==> config.mk <==
export PLATFORM = sky130hd
export DESIGN_NAME = instruction_fetch_unit
export DESIGN_NICKNAME = d
export VERILOG_FILES = /design/src/rtl/instruction_fetch_unit_pkg.sv /design/src/rtl/instruction_fetch_unit_fetch_queue.sv /design/src/rtl/instruction_fetch_unit.sv
export SDC_FILE = /design/constraint.sdc
export NUM_CORES = 1
export LEC_CHECK = 0
export CAP_MARGIN = 20
export CORE_MARGIN = 1.5
export CORE_UTILIZATION = 43
export CTS_BUF_LIST = sky130_fd_sc_hd__clkbuf_8
export CTS_CLUSTER_DIAMETER = 80
export DETAILED_ROUTE_END_ITERATION = 6
export GPL_ROUTABILITY_DRIVEN = 0
export PLACE_DENSITY_LB_ADDON = 0.15
export SLEW_MARGIN = 10
export SYNTH_ARGS = -nofsm -noshare
export SYNTH_HDL_FRONTEND = slang
export SYNTH_SLANG_ARGS = --single-unit
==> constraint.sdc <==
create_clock -name clock -period 5 [get_ports clock]
set_input_delay 1 -clock clock [delete_from_list [all_inputs] [get_ports clock]]
set_output_delay 1 -clock clock [all_outputs]
set_load 0.1 [all_outputs]
==> src/rtl/instruction_fetch_unit_pkg.sv <==
// Shared types and constants for the instruction fetch front end.
// FETCH_HALT_DETECT_EN enables the halt-word fetch FSM.
package instruction_fetch_unit_pkg;

    localparam int          INSTR_W   = 16;
    localparam logic [15:0] PC_INC    = 16'd2;
    localparam logic [15:0] HALT_WORD = 16'hFFFF;

    typedef enum logic [1:0] {
        RUN,
        DRAIN,
        HALTED
    } fetch_state_t;

    typedef struct packed {
        logic [INSTR_W-1:0] instr;
        logic [15:0]        pc;
    } fetch_entry_t;

endpackage

==> src/rtl/instruction_fetch_unit_fetch_queue.sv <==
// Circular prefetch FIFO of fetched {instr, pc} entries.
// Flush empties the queue; the caller never pushes when full without a pop.
module fetch_queue
    import instruction_fetch_unit_pkg::*;
#(
    parameter int DEPTH = 2
) (
    input  logic         clock,
    input  logic         resetn,
    input  logic         push,
    input  logic         pop,
    input  logic         flush,
    input  fetch_entry_t wdata,
    output fetch_entry_t head,
    output logic         empty,
    output logic         full
);

    localparam int PW = (DEPTH > 1) ? $clog2(DEPTH) : 1;

    fetch_entry_t  mem [DEPTH];
    logic [PW-1:0] rd_ptr;
    logic [PW-1:0] wr_ptr;
    logic [PW:0]   count;

    assign head  = mem[rd_ptr];
    assign empty = (count == '0);
    assign full  = (count == (PW+1)'(DEPTH));

    always_ff @(posedge clock) begin
        if (!resetn) begin
            rd_ptr <= '0;
            wr_ptr <= '0;
            count  <= '0;
            for (int i = 0; i < DEPTH; i++) begin
                mem[i] <= '0;
            end
        end else if (flush) begin
            rd_ptr <= '0;
            wr_ptr <= '0;
            count  <= '0;
        end else begin
            if (push) begin
                mem[wr_ptr] <= wdata;
                wr_ptr      <= wr_ptr + 1'b1;
            end
            if (pop) begin
                rd_ptr <= rd_ptr + 1'b1;
            end
            unique case ({push, pop})
                2'b10:   count <= count + 1'b1;
                2'b01:   count <= count - 1'b1;
                default: count <= count;
            endcase
        end
    end

endmodule

==> src/rtl/instruction_fetch_unit.sv <==
// Fetch front end: PC, redirect priority, halt FSM and prefetch queue.
// FETCH_HALT_DETECT_EN enables stopping fetch at the halt word.
module instruction_fetch_unit
    import instruction_fetch_unit_pkg::*;
#(
    parameter int          DEPTH    = 2,
    parameter logic [15:0] RESET_PC = 16'h0000
) (
    input  logic        clock,
    input  logic        resetn,
    output logic [15:0] IMemAddress,
    input  logic [15:0] IMemData,
    input  logic        Redirect,
    input  logic [15:0] RedirectPC,
    output logic [15:0] IR,
    output logic [15:0] IRPC,
    output logic        IRValid,
    input  logic        IRReady,
    output logic        Halted
);

    logic [15:0]  fetch_pc;
    fetch_state_t state;
    fetch_entry_t head;
    fetch_entry_t last_q;
    logic         empty;
    logic         full;
    logic         pop;
    logic         push;
    logic         halt_push;
    logic         unused_redirect_lsb;

    assign unused_redirect_lsb = RedirectPC[0];

    assign IMemAddress = fetch_pc;
    assign IRValid     = !empty;
    assign pop         = IRValid && IRReady;
    assign push        = (state == RUN) && !Redirect && (!full || pop);

    // An empty queue shows the last delivered entry rather than a stale slot.
    assign IR   = empty ? last_q.instr : head.instr;
    assign IRPC = empty ? last_q.pc    : head.pc;

    fetch_queue #(
        .DEPTH (DEPTH)
    ) u_queue (
        .clock  (clock),
        .resetn (resetn),
        .push   (push),
        .pop    (pop),
        .flush  (Redirect),
        .wdata  ('{instr: IMemData, pc: fetch_pc}),
        .head   (head),
        .empty  (empty),
        .full   (full)
    );

    always_ff @(posedge clock) begin
        if (!resetn) begin
            last_q <= '0;
        end else if (!empty) begin
            last_q <= head;
        end
    end

    // The halt push leaves the PC parked on the halt word.
    always_ff @(posedge clock) begin
        if (!resetn) begin
            fetch_pc <= RESET_PC;
        end else if (Redirect) begin
            fetch_pc <= {RedirectPC[15:1], 1'b0};
        end else if (push && !halt_push) begin
            fetch_pc <= fetch_pc + PC_INC;
        end
    end

`ifdef FETCH_HALT_DETECT_EN
    assign halt_push = push && (IMemData == HALT_WORD);
    assign Halted    = (state == HALTED);

    always_ff @(posedge clock) begin
        if (!resetn) begin
            state <= RUN;
        end else if (Redirect) begin
            state <= RUN;
        end else begin
            unique case (state)
                RUN: begin
                    if (halt_push) state <= DRAIN;
                end
                DRAIN: begin
                    if (pop && head.instr == HALT_WORD) state <= HALTED;
                end
                default: state <= state;
            endcase
        end
    end
`else
    assign halt_push = 1'b0;
    assign Halted    = 1'b0;
    assign state     = RUN;
`endif

endmodule

**Word-level counts from Yosys, hierarchy flattened**

Memory sizes are Yosys's and may differ from the RTL's. A register that Yosys moved wholly into a read port is not among the register bits.
Cells that the tools add are included.

- RAM bits: 64
- Memories: 1
- Word-level logic and storage cells: 43
- Output and inout port bits: 50
- Register bits after elaboration: 52
- Bits of input ports: 36

- Multiplexer cells: 15
- Eq/ne operators: 3
- Reduce and logical (&&, ||, !) cells: 11
- Bitwise gates (word level): 1
- Add/sub/neg operators: 5

Memory list:

| memory | words | bits a word | rd ports | clocked after memory_dff | wr ports | RTL line | source |
|---|---|---|---|---|---|---|---|
| u_queue.mem | 2 | 32 | 1 | 1 | 2 | instruction_fetch_unit_fetch_queue.sv:21 | `fetch_entry_t mem [DEPTH];` |

Operator list:

| operator | number |
|---|---|
| two-way mux 16 bit | 4 |
| two-way mux 32 bit | 1 |
| OR reduction 32 bit | 1 |
| adder 16 x 2 -> 16 bit (second input constant) | 1 |
| two-way mux 1 bit | 9 |
| equality test 2 bit (second input constant) | 2 |
| case mux 2 bit (2 select lines) | 1 |
| nonzero test 2 bit | 2 |
| logical NOT 1 bit | 3 |
| adder 1 bit (second input constant) | 2 |
| adder 2 x 1 -> 2 bit (second input constant) | 1 |
| equality test 2 x 1 -> 1 bit (second input constant) | 1 |
| logical AND 1 bit | 2 |
| logical NOT 2 bit | 1 |
| OR reduction 2 bit | 1 |
| subtractor 2 x 1 -> 2 bit (second input constant) | 1 |
| logical OR 1 bit | 1 |
| NOT 1 bit | 1 |

**Depth between registers and ports, before layout**

Gate-level depths: netlist of the first run.

- Depth after elaboration: 11
- Mapped depth: 7

**Cells and area by module**

From an unflattened synthesis of the first run, not the netlist that was laid out.

- Cell total of the unflattened synthesis: 420
- Area total of the unflattened synthesis: 5186.2 sq um

By module, submodules not included:

| module | times used | seq. area each (sq um) | area an instance (sq um) | cells each |
|---|---|---|---|---|
| fetch_queue | 1 | 2021.9 | 3004.1 | 205 |
| instruction_fetch_unit | 1 | 940.9 | 2182.1 | 215 |

**Worst setup path after synthesis of the first run**

OpenSTA, ideal clock, no wires.

- Path kind: in2reg
- Start point: in IRReady
- End point: mem u_queue.mem[1][10] (netlist bit), enable pin
- Stages: 4
- Slack: 0.776 ns
- Arrival time: 3.762 ns
- Cells stage by stage: or3b_2 > clkbuf_1 > nand3_1 > o21ai_0

RTL lines:

| element | RTL line | source |
|---|---|---|
| start: declaration | instruction_fetch_unit.sv:18 | `input logic IRReady,` |
| end: declaration | instruction_fetch_unit_fetch_queue.sv:21 |  |

**Worst setup path in the final report of the first run**

- Start point: reg u_queue.count[0]
- End point: out IR[15]

- Longest elaborated chain between the ends: 2

RTL lines:

| element | RTL line | source |
|---|---|---|
| start: declaration | instruction_fetch_unit_fetch_queue.sv:24 | `logic [PW:0] count;` |
| start signal: assignment | instruction_fetch_unit_fetch_queue.sv:51 | `2'b10: count <= count + 1'b1;` |
| start signal: assignment | instruction_fetch_unit_fetch_queue.sv:52 | `2'b01: count <= count - 1'b1;` |
| start signal: assignment | instruction_fetch_unit_fetch_queue.sv:53 | `default: count <= count;` |
| logical NOT 2 bit | instruction_fetch_unit_fetch_queue.sv:27 | `assign empty = (count == '0);` |
| two-way mux 16 bit | instruction_fetch_unit.sv:41 | `assign IR = empty ? last_q.instr : head.instr;` |
| end: declaration | instruction_fetch_unit.sv:15 | `output logic [15:0] IR,` |

Every way passes these cells.

==> summary.md, run 1 <==
| Metric | Value |
|---|---|
| Wire length per cell | `14.8 um` |
| Mean Syn Cell Area | `11.0 um2` |
| R2R Path End | `u_queue.mem[1][16]$_SDFFCE_PN0P_` |
| First-pass GRT wire length | `16.3 mm` |
| Largest net degree at the start of global routing | `62` |
| Max rail drop VDD | `0.000180 V` |
| Layout cells sized above 1 | `8.76%` |
| WHS Path Cells | `2` |
| # IOs | `86` |
| Area grow syn2layout | `28.6%` |
| Combinational Power Share | `17.0%` |
| CTS root buffer | `clkbuf_8` |
| Fin. Hold Viols | `0` |
| Clock Skew | `0.00821 ns` |
| Crit end category | `primary output` |
| Routed Antenna Nets | `0` |
| Initial antenna violation count | `0` |
| Filler Cell Count | `966` |
| Setup slack after layout | `0.919 ns` |
| P per Cell Area | `392 nW/um2` |
| Post-CTS setup repair buffer count | `0` |
| Seq/Total Area, Yosys | `59.7%` |
| RSZ-0062 raised after global routing | `no` |
| Cell area after synthesis | `4830 um2` |
| WS Path Type | `register to primary output` |
| Mapped Cells | `438` |
| #FFs+latches synth | `113` |
| Hold WC Path Type | `register to register` |
| Final setup vio count | `0` |
| HPWL Detailed | `6.19 mm` |
| F_max | `245 MHz` |
| R2R depth | `4` |
| PostCTS Resize Cnt | `0` |
| Overall routing resource usage | `18.1%` |
| Flop pwr share | `43.8%` |
| Antenna diodes | `0` |
| Htree depth | `4` |
| Design Power | `2.43 mW` |
| Clock-pin slew on the worst setup and hold paths | `0.07 ns` |
| Worst Tran Pin Value | `1.08 ns` |
| Cts bufs inserted | `17` |
| Core Footprint | `10,900 um2` |
| Worst EP required | `4.00 ns` |
| Switching power | `0.692 mW` |
| Starting Density | `44.4%` |
| Min-delay src | `u_queue.rd_ptr$_SDFFE_PP0P_` |
| # clock sinks | `113` |
| # hold bufs at CTS | `0` |
| Fin crit share | `81.6%` |
| Initial DRT Pass Iterations | `4` |
| Row count | `38` |
| Max Cap Viol | `0` |
| Sw Share | `28.5%` |
| Tmin final | `4.08 ns` |
| Fin cells | `665` |
| Util after Layout | `57.0%` |
| Worst EP arrival | `3.08 ns` |
| Vias/cell | `5.08` |
| CTS tree | `built` |
| Via Count | `3,381` |
| DIE AREA | `11,900 um2` |
| Die Y | `109 um` |
| Layout net count | `550` |
| Relative slew slack | `28.0%` |
| DRC viols | `0` |
| Number of synthesis warnings | `0` |
| Run status | `complete, no violations` |
| Synth cell types | `33` |
| CP Launch Type | `register` |
| Clock Power Share | `39.3%` |
| Vias in the first global route | `3,390` |
| Starting DRT DRC Count | `202` |
| Later-pin clock latency in the skew report | `0.40 ns` |
| Max Root-Sink Buffers | `2` |
| Worst R2R Setup Slack | `2.41 ns` |
| Pre-CTS setup slack | `1.23 ns` |
| DP Cell Count | `632` |
| Crit-path max FO | `37` |
| PortBufs | `81` |
| Leak Pwr | `2.41 nW` |
| Commonest cells after routing, fill and taps aside | `clkdlybuf4s50_1, edfxtp_1, and3_1` |
| Chip Width | `109 um` |
| Setup TNS | `0 ns` |
| Pint | `1.74 mW` |
| R2R Path Start | `u_queue.wr_ptr$_SDFFE_PP0P_` |
| Slew Limit Fails | `0` |
| Commonest non-fill, non-tap cell in the layout | `clkdlybuf4s50_1` |
| Routed WL | `9.84 mm` |
| GR Overflow Total | `0` |
stage by stage:
stage          area (um2)  hold WS, ns
2_1_floorplan        4840        0.475
3_3_place_gp         5750        0.498
3_5_place_dp         5750        0.499
4_1_cts              6200        0.523
5_1_grt              6210        0.573
6_report             6210        0.519
metal layers:
layer	vias to the layer above	track usage, %	share of wire (%)
li1	1700	-	-
met1	1583	22.2	46
met2	86	30.4	48
met3	12	4.00	4.5
met4	0	7.80	1.6
met5	-	0	0
critical path: stages (launching register included):
cell and delay [ns]:
dfxtp_1 0.38, nor2_4 0.45, buf_4 0.41, nand2_1 0.10
o21ai_0 0.13, clkdlybuf4s50_1 1.19
Yosys cell counts:
| cell | number | area (um2) |
|---|---|---|
| ha_1 | 2 | 25.0 |
| nor4_1 | 2 | 12.5 |
| inv_1 | 4 | 15.0 |
| o31ai_1 | 2 | 15.0 |
| conb_1 | 1 | 3.75 |
| buf_4 | 3 | 22.5 |
| or3b_2 | 1 | 8.76 |
| dfxtp_1 | 51 | 1020 |
| nor3_1 | 6 | 30.0 |
| dlygate4sd1_1 | 1 | 8.76 |
| edfxtp_1 | 62 | 1860 |
| nand4_4 | 1 | 21.3 |
| and2_1 | 34 | 213 |
| xor2_1 | 4 | 35.0 |
| clkbuf_1 | 26 | 97.6 |
| or3_1 | 2 | 12.5 |
| a21oi_1 | 10 | 50.1 |
| nand3_1 | 3 | 15.0 |
| nand2_1 | 45 | 169 |
| nand4_1 | 3 | 18.8 |
| mux2i_1 | 32 | 320 |
| a31oi_1 | 1 | 6.26 |
| a22o_1 | 1 | 8.76 |
| and3_2 | 2 | 15.0 |
| buf_2 | 5 | 25.0 |
| and3_1 | 58 | 363 |
| xnor2_1 | 13 | 114 |
| nor3b_1 | 2 | 15.0 |
| or4_1 | 1 | 7.51 |
| nor4b_1 | 2 | 17.5 |
| nand2b_1 | 1 | 6.26 |
| nor2_1 | 7 | 26.3 |
| o21ai_0 | 50 | 250 |
power by group through the flow:
stage | Clock (mW) | Sequential (mW) | Combinational, mW
after floorplan | 0 | 1.13 | 0.250
after global placement | 0 | 1.08 | 0.409
after detailed placement | 0 | 1.09 | 0.411
after CTS | 0.973 | 1.07 | 0.412
after global routing | 1.01 | 1.07 | 0.438
final | 0.956 | 1.06 | 0.412
sequential cells by signal, indices dropped and copies added, names as in the netlist, named ones only:
| signal | flops |
|---|---|
| last_q | 31 |
| u_queue.wr_ptr | 1 |
| u_queue.mem | 62 |
| u_queue.rd_ptr | 1 |
| IMemAddress | 15 |
| u_queue.count | 2 |
worst max-delay path by stage:
stage	cells after the start	slack, ns	to	from
after global routing	5	0.65	IR[15]	u_queue.count[0]$_SDFFE_PP0P_
final	5	0.92	IR[15]	u_queue.count[0]$_SDFFE_PP0P_
after detailed placement	5	1.23	u_queue.mem[1][5]$_SDFFCE_PN0P_	Redirect
after floorplan	4	0.78	u_queue.mem[1][10]$_SDFFCE_PN0P_	IRReady
after CTS	5	0.86	IR[15]	u_queue.count[0]$_SDFFE_PP0P_
after global placement	5	1.28	u_queue.mem[1][5]$_SDFFCE_PN0P_	Redirect
cell type report:
| class | count | area, um2 | share of cell area, % |
|---|---|---|---|
| clock inverters | 14 | 196 | 3.16 |
| flip-flops and latches | 113 | 2880 | 46.4 |
| clock buffers | 18 | 248 | 3.99 |
| inverters | 4 | 15.0 | 0.242 |
| repair buffers | 88 | 868 | 14.0 |
| well taps | 140 | 175 | 2.82 |
| multi-input cells | 288 | 1820 | 29.4 |
cell families (layout without fill, tap and decap cells):
group / Yosys count / in the layout / synth area share [%]
buf+inv: 39 / 124 / 3.50
fa+ha+maj: 2 / 2 / 0.518
compound gates: 64 / 64 / 6.84
mux: 32 / 32 / 6.63
simple gates: 170 / 170 / 19.7
xor+xnor: 17 / 17 / 3.08
other cells: 1 / 3 / 0.0776
flops: 113 / 113 / 59.7
(Power assumes the default switching activity.)
==> run 2: changes to the inputs <==
Clock period 5 ns to 3.8 ns, I/O delays scaled along.
==> run 2 against run 1 <==
Against the previous run: via count about the same; die area stayed put; non-clock buffer count grew 2; cell count grew 0.15%; clock power grew 7%; routed wire length is 2.4% higher; register-to-register slack worse by 0.67 ns; critical path type unchanged; largest power group unchanged.
==> summary.md, run 2 (synthesized netlist as in run 1, its figures left out) <==
| Metric | Value |
|---|---|
| Initial antenna violation count | `0 (unchanged)` |
| Commonest non-fill, non-tap cell in the layout | `edfxtp_1` |
| Starting DRT DRC Count | `194 (-4.0%)` |
| Final setup vio count | `0 (unchanged)` |
| CTS root buffer | `clkbuf_8` |
| Wire length per cell | `15.1 um (+2.3%)` |
| Area grow syn2layout | `25.7%` |
| Hold WS | `0.531 ns (+0.0125 ns)` |
| Crit path buf inv count | `2 (unchanged)` |
| # IOs | `86 (unchanged)` |
| Worst Tran Pin Value | `0.986 ns (-0.0897 ns)` |
| Commonest cells after routing, fill and taps aside | `edfxtp_1, and3_1, dfxtp_1` |
| Htree depth | `4 (unchanged)` |
| Routed Antenna Nets | `0 (unchanged)` |
| Most used cell, CP | `buf_4` |
| Slowest CP cell | `dfxtp_2` |
| Post-CTS setup repair buffer count | `0 (unchanged)` |
| RSZ-0062 raised after global routing | `no` |
| Overall routing resource usage | `18.5% (+0.40 points)` |
| Met1 wire length | `4.54 mm (+1.2%)` |
| F_max | `335 MHz` |
| Clock-pin slew on the worst setup and hold paths | `0.06 ns (about the same)` |
| Util after Layout | `55.8% (-1.3 points)` |
| Clock Skew | `0.00668 ns (-0.00153 ns)` |
| Crit end category | `primary output` |
| DRC viols | `0 (unchanged)` |
| Crit-path max FO | `20 (-46%)` |
| WS Path Type | `register to primary output` |
| Layout cells sized above 1 | `13.7% (+4.9 points)` |
| Slew Limit Fails | `0 (unchanged)` |
| # clock sinks | `113 (unchanged)` |
| Chip Width | `109 um (unchanged)` |
| Tmin final | `2.99 ns` |
| HPWL Detailed | `6.29 mm (+1.6%)` |
| Cts bufs inserted | `17 (unchanged)` |
| Worst EP arrival | `2.23 ns (-0.85 ns)` |
| Setup TNS | `0 ns (unchanged)` |
| PostCTS Resize Cnt | `0 (unchanged)` |
| CP Launch Type | `register` |
| Relative slew slack | `34.1% (+6.0 points)` |
| Layout net count | `552 (+0.36%)` |
| Fin. Hold Viols | `0 (unchanged)` |
| Run status | `complete, no violations` |
| # hold bufs at CTS | `0 (unchanged)` |
| Row count | `38 (unchanged)` |
| Via Count | `3,380 (-0.030%)` |
| PortBufs | `81 (unchanged)` |
| Crit-path cells | `buf_4 > mux2i_1 > o21ai_0 > buf_4` |
| Vias in the first global route | `3,312 (-2.3%)` |
| Core Footprint | `10,900 um2 (unchanged)` |
| Initial DRT Pass Iterations | `4 (unchanged)` |
| Worst EP required | `3.04 ns (-0.96 ns)` |
| Largest register by flop count | `u_queue.mem` |
| Later-pin clock latency in the skew report | `0.42 ns (+0.02 ns)` |
| Worst path top cell family by delay | `flip-flops` |
| Max rail drop VDD | `0.000216 V (+20%)` |
| Antenna diodes | `0 (unchanged)` |
| Max Root-Sink Buffers | `2 (unchanged)` |
| P per Cell Area | `487 nW/um2 (+24%)` |
| Largest net degree at the start of global routing | `63 (+1.6%)` |
| Die Y | `109 um (unchanged)` |
| CTS tree | `built` |
| Vias/cell | `5.08 (-0.18%)` |
| WL met2 | `4.88 mm (+2.8%)` |
| GR Overflow Total | `0 (unchanged)` |
| Leak Pwr | `2.44 nW (+1.4%)` |
| Hold WC Path Type | `register to register` |
| Routed WL | `10.1 mm (+2.4%)` |
| Max layer used | `met4` |
| First-pass GRT wire length | `16.3 mm (+0.17%)` |
| Met3 wire len | `534 um (+19%)` |
| Max reg flops | `62 (unchanged)` |
| Max Cap Viol | `0 (unchanged)` |
| Fin crit share | `78.6%` |
| Crit-path max cell delay | `0.75 ns (-0.44 ns)` |
| DIE AREA | `11,900 um2 (unchanged)` |
| Starting Density | `44.4% (unchanged)` |
## run 2: cell types whose count changed in the layout (fill, tap and decap cells not counted)
cell / before / now
clkdlybuf4s50_1: 80 / 49
clkinvlp_4: 2 / 0
clkinv_1: 0 / 6
buf_4: 7 / 38
bufinv_16: 5 / 2
buf_8: 1 / 0
buf_2: 0 / 1
buf_12: 0 / 2
clkinv_2: 4 / 2
## run 2: layout make-up
cell class              count  area (um2)
inverters                   4        15.0
flip-flops and latches    113        2880
fillers                   921        4820
clock inverters            13         104
multi-input cells         288        1820
well taps                 140         175
clock buffers              18         248
repair buffers             90         821
## run 2: tightest hold or removal path, delay by kind of cell (launching register included)
kind / cells / cell delay, ns
AND/OR/NAND/NOR: 1 / 0.08
flip-flops: 1 / 0.33
XOR/XNOR: 1 / 0.09
## run 2: layer usage
| metal | GRT usage, % | up-vias |
|---|---|---|
| met3 | 5.08 | 11 |
| met2 | 30.4 | 92 |
| li1 | - | 1703 |
| met5 | 0 | - |
| met1 | 22.8 | 1574 |
| met4 | 7.80 | 0 |
## run 2: through the flow
| step | instance area [um2] | setup WS, ns | instances | power [mW] |
|---|---|---|---|---|
| 2_1_floorplan | 4840 | 0.0933 | 440 | 1.82 |
| 3_3_place_gp | 5720 | 1.01 | 635 | 1.96 |
| 3_5_place_dp | 5720 | 0.960 | 635 | 1.97 |
| 4_1_cts | 6070 | 0.749 | 666 | 2.98 |
| 5_1_grt | 6070 | 0.651 | 666 | 3.07 |
| 6_report | 6070 | 0.812 | 666 | 2.96 |
## run 2: power breakdown
part	internal, mW	switching, mW	leakage [nW]
Sequential	1.36	0.0415	1.08
Clock	0.572	0.445	0.191
Combinational	0.140	0.402	1.18
Total	2.07	0.888	2.44
## run 2: final timing paths
kind / startpoint / to / slack [ns] / cells past startpoint
setup / recovery: register / IRPC[4] / 0.81 / 4
hold / removal: u_queue.rd_ptr$_SDFFE_PP0P_ / register / 0.53 / 2
setup reg to reg: u_queue.count[1]$_SDFFE_PP0P_ / u_queue.count[1]$_SDFFE_PP0P_ / 1.74 / 5
hold reg to reg: u_queue.rd_ptr$_SDFFE_PP0P_ / register / 0.53 / 2
==> run 3: changes to the inputs <==
Clock period 3.8 ns to 2.6 ns, I/O delays scaled along.
==> run 3 against run 2 <==
Against the previous run: design area grew 7.5%; total power up 52%; sequential power rose by 46%; sequential share of layout area shrank 3.3 points; largest cell class unchanged; register-to-register slack worse by 1.1 ns; critical endpoint is now IRPC[14]; global-route usage down 0.26 points; critical path type unchanged.
==> summary.md, run 3 (synthesized netlist as in run 1, its figures left out) <==
| Metric | Value |
|---|---|
| Run status | `complete, no violations` |
| Max reg flops | `62 (unchanged)` |
| Core Footprint | `10,900 um2 (unchanged)` |
| Crit end category | `primary output` |
| Hold WC Path Type | `register to register` |
| Area grow syn2layout | `35.1%` |
| Worst EP arrival | `1.85 ns (-0.38 ns)` |
| Crit path buf inv count | `2 (unchanged)` |
| First-pass GRT wire length | `16.4 mm (+0.59%)` |
| R2R Path Start | `u_queue.count[0]$_SDFFE_PP0P_` |
| Clock Skew | `0.0104 ns (+0.00371 ns)` |
| # clock sinks | `113 (unchanged)` |
| Layout cells sized above 1 | `20.6% (+6.9 points)` |
| Design Power | `4.50 mW (+52%)` |
| Max layer used | `met4` |
| Vias in the first global route | `3,440 (+3.9%)` |
| RSZ-0062 raised after global routing | `no` |
| DP Cell Count | `639 (+0.63%)` |
| Fin crit share | `91.3%` |
| Worst Tran Pin Value | `1.05 ns (+0.0634 ns)` |
| Slew Limit Fails | `0 (unchanged)` |
| Crit-path cells | `nor2_4 > buf_4 > nand2_1 > o21ai_1 > buf_12` |
| WS Path Type | `register to primary output` |
| Wire length per cell | `14.8 um (-2.2%)` |
| Commonest cells after routing, fill and taps aside | `edfxtp_1, and3_1, dfxtp_1` |
| Max rail drop VDD | `0.000338 V (+56%)` |
| Htree depth | `4 (unchanged)` |
| Util after Layout | `60.0% (+4.2 points)` |
| Worst EP required | `2.08 ns (-0.96 ns)` |
| PortBufs | `81 (unchanged)` |
| Fin. Hold Viols | `0 (unchanged)` |
| Layout net count | `557 (+0.91%)` |
| WL met2 | `4.69 mm (-3.9%)` |
| Commonest non-fill, non-tap cell in the layout | `edfxtp_1` |
| F_max | `421 MHz` |
| Starting Density | `44.4% (unchanged)` |
| Relative slew slack | `29.8% (-4.3 points)` |
| Via Count | `3,407 (+0.80%)` |
| HPWL Detailed | `6.42 mm (+2.1%)` |
| Setup crit start | `u_queue.count[0]$_SDFFE_PP0P_` |
| Fin cells | `670 (+0.60%)` |
| Max Root-Sink Buffers | `2 (unchanged)` |
| Worst path top cell family by delay | `buffers and inverters` |
| Pre-CTS setup slack | `-0.00780 ns (-0.968 ns)` |
| Met3 wire len | `494 um (-7.5%)` |
| Routed WL | `9.92 mm (-1.6%)` |
| Leak Pwr | `2.61 nW (+6.8%)` |
| Chip Width | `109 um (unchanged)` |
| Filler Cell Count | `912 (-0.98%)` |
| Post-CTS setup repair buffer count | `0 (unchanged)` |
| Tmin final | `2.37 ns` |
| PostCTS Resize Cnt | `0 (unchanged)` |
| Met1 wire length | `4.57 mm (+0.62%)` |
| Final setup vio count | `0 (unchanged)` |
| Slowest CP cell | `dfxtp_1` |
| Initial DRT Pass Iterations | `7 (+3)` |
| Row count | `38 (unchanged)` |
| Largest register by flop count | `u_queue.mem` |
| Antenna diodes | `0 (unchanged)` |
| CP Launch Type | `register` |
| Placement Cell Area | `6130 um2 (+7.2%)` |
| Initial antenna violation count | `0 (unchanged)` |
| Crit-path max cell delay | `0.38 ns (-0.37 ns)` |
| CTS tree | `built` |
| Min-delay src | `u_queue.rd_ptr$_SDFFE_PP0P_` |
| Cts bufs inserted | `17 (unchanged)` |
| Setup slack after layout | `0.227 ns (-0.585 ns)` |
| Largest net degree at the start of global routing | `62 (-1.6%)` |
| Vias/cell | `5.09 (+0.20%)` |
| GR Overflow Total | `0 (unchanged)` |
| P per Cell Area | `690 nW/um2 (+41%)` |
| Starting DRT DRC Count | `155 (-20%)` |
| DRC viols | `0 (unchanged)` |
| Later-pin clock latency in the skew report | `0.42 ns (about the same)` |
| Crit-path max FO | `19 (-5.0%)` |
| Overall routing resource usage | `18.2% (-0.26 points)` |
| Routed Antenna Nets | `0 (unchanged)` |
| Clock-pin slew on the worst setup and hold paths | `0.06 ns (about the same)` |
| Max Cap Viol | `0 (unchanged)` |
| Post-route cell area | `6530 um2 (+7.5%)` |
| Die Y | `109 um (unchanged)` |
| CTS root buffer | `clkbuf_8` |
| # hold bufs at CTS | `0 (unchanged)` |
| # IOs | `86 (unchanged)` |
| DIE AREA | `11,900 um2 (unchanged)` |
run 3: changes by cell type in the layout (fill, tap and decap cells not counted):
cell	change
buf_12	+30
buf_16	+1
buf_4	-10
clkbuf_8	+2
clkdlybuf4s50_1	-16
clkinv_1	-4
clkinv_2	+2
inv_1	-1
o21ai_0	-31
o21ai_1	+19
o21ai_2	+12
run 3: cell type report:
| cell class | instances | area, um2 | area share, % |
|---|---|---|---|
| repair buffers | 95 | 1210 | 18.6 |
| clock inverters | 10 | 95.1 | 1.46 |
| well taps | 140 | 175 | 2.68 |
| inverters | 4 | 15.0 | 0.230 |
| multi-input cells | 288 | 1870 | 28.6 |
| clock buffers | 20 | 275 | 4.22 |
| flip-flops and latches | 113 | 2880 | 44.2 |
run 3: worst register-to-register path: stages (launching register included):
cell and delay [ns]:
dfxtp_1 0.46, nor3b_1 0.10, buf_4 0.19, nor2_4 0.80, and3_2 0.32
run 3: worst paths after layout:
check                                                       end  slack [ns]  cells past startpoint
worst max register to register  u_queue.mem[0][5]$_SDFFCE_PN0P_        0.60                      4
worst max-delay path                                   IRPC[14]        0.23                      5
worst min-delay path                                   register        0.53                      2
worst min register to register                         register        0.53                      2
run 3: power by group:
group | switching (mW) | leakage, nW | total, mW | internal, mW
combinational | 0.619 | 1.33 | 0.913 | 0.295
sequential | 0.0616 | 1.08 | 2.05 | 1.99
clock | 0.644 | 0.201 | 1.54 | 0.896
run 3: metrics by stage:
step	hold slack [ns]	TNS, ns
final	0.527	0
after global routing	0.573	0
after global placement	0.500	0
after detailed placement	0.516	-0.191
after floorplan	0.475	-1.83
after CTS	0.532	0
run 3: metal layers:
layer,GRT usage [%],vias to the layer above
li1,-,1721
met1,23.2,1577
met2,29.4,93
met3,5.50,16
met4,6.11,0
met5,0,-
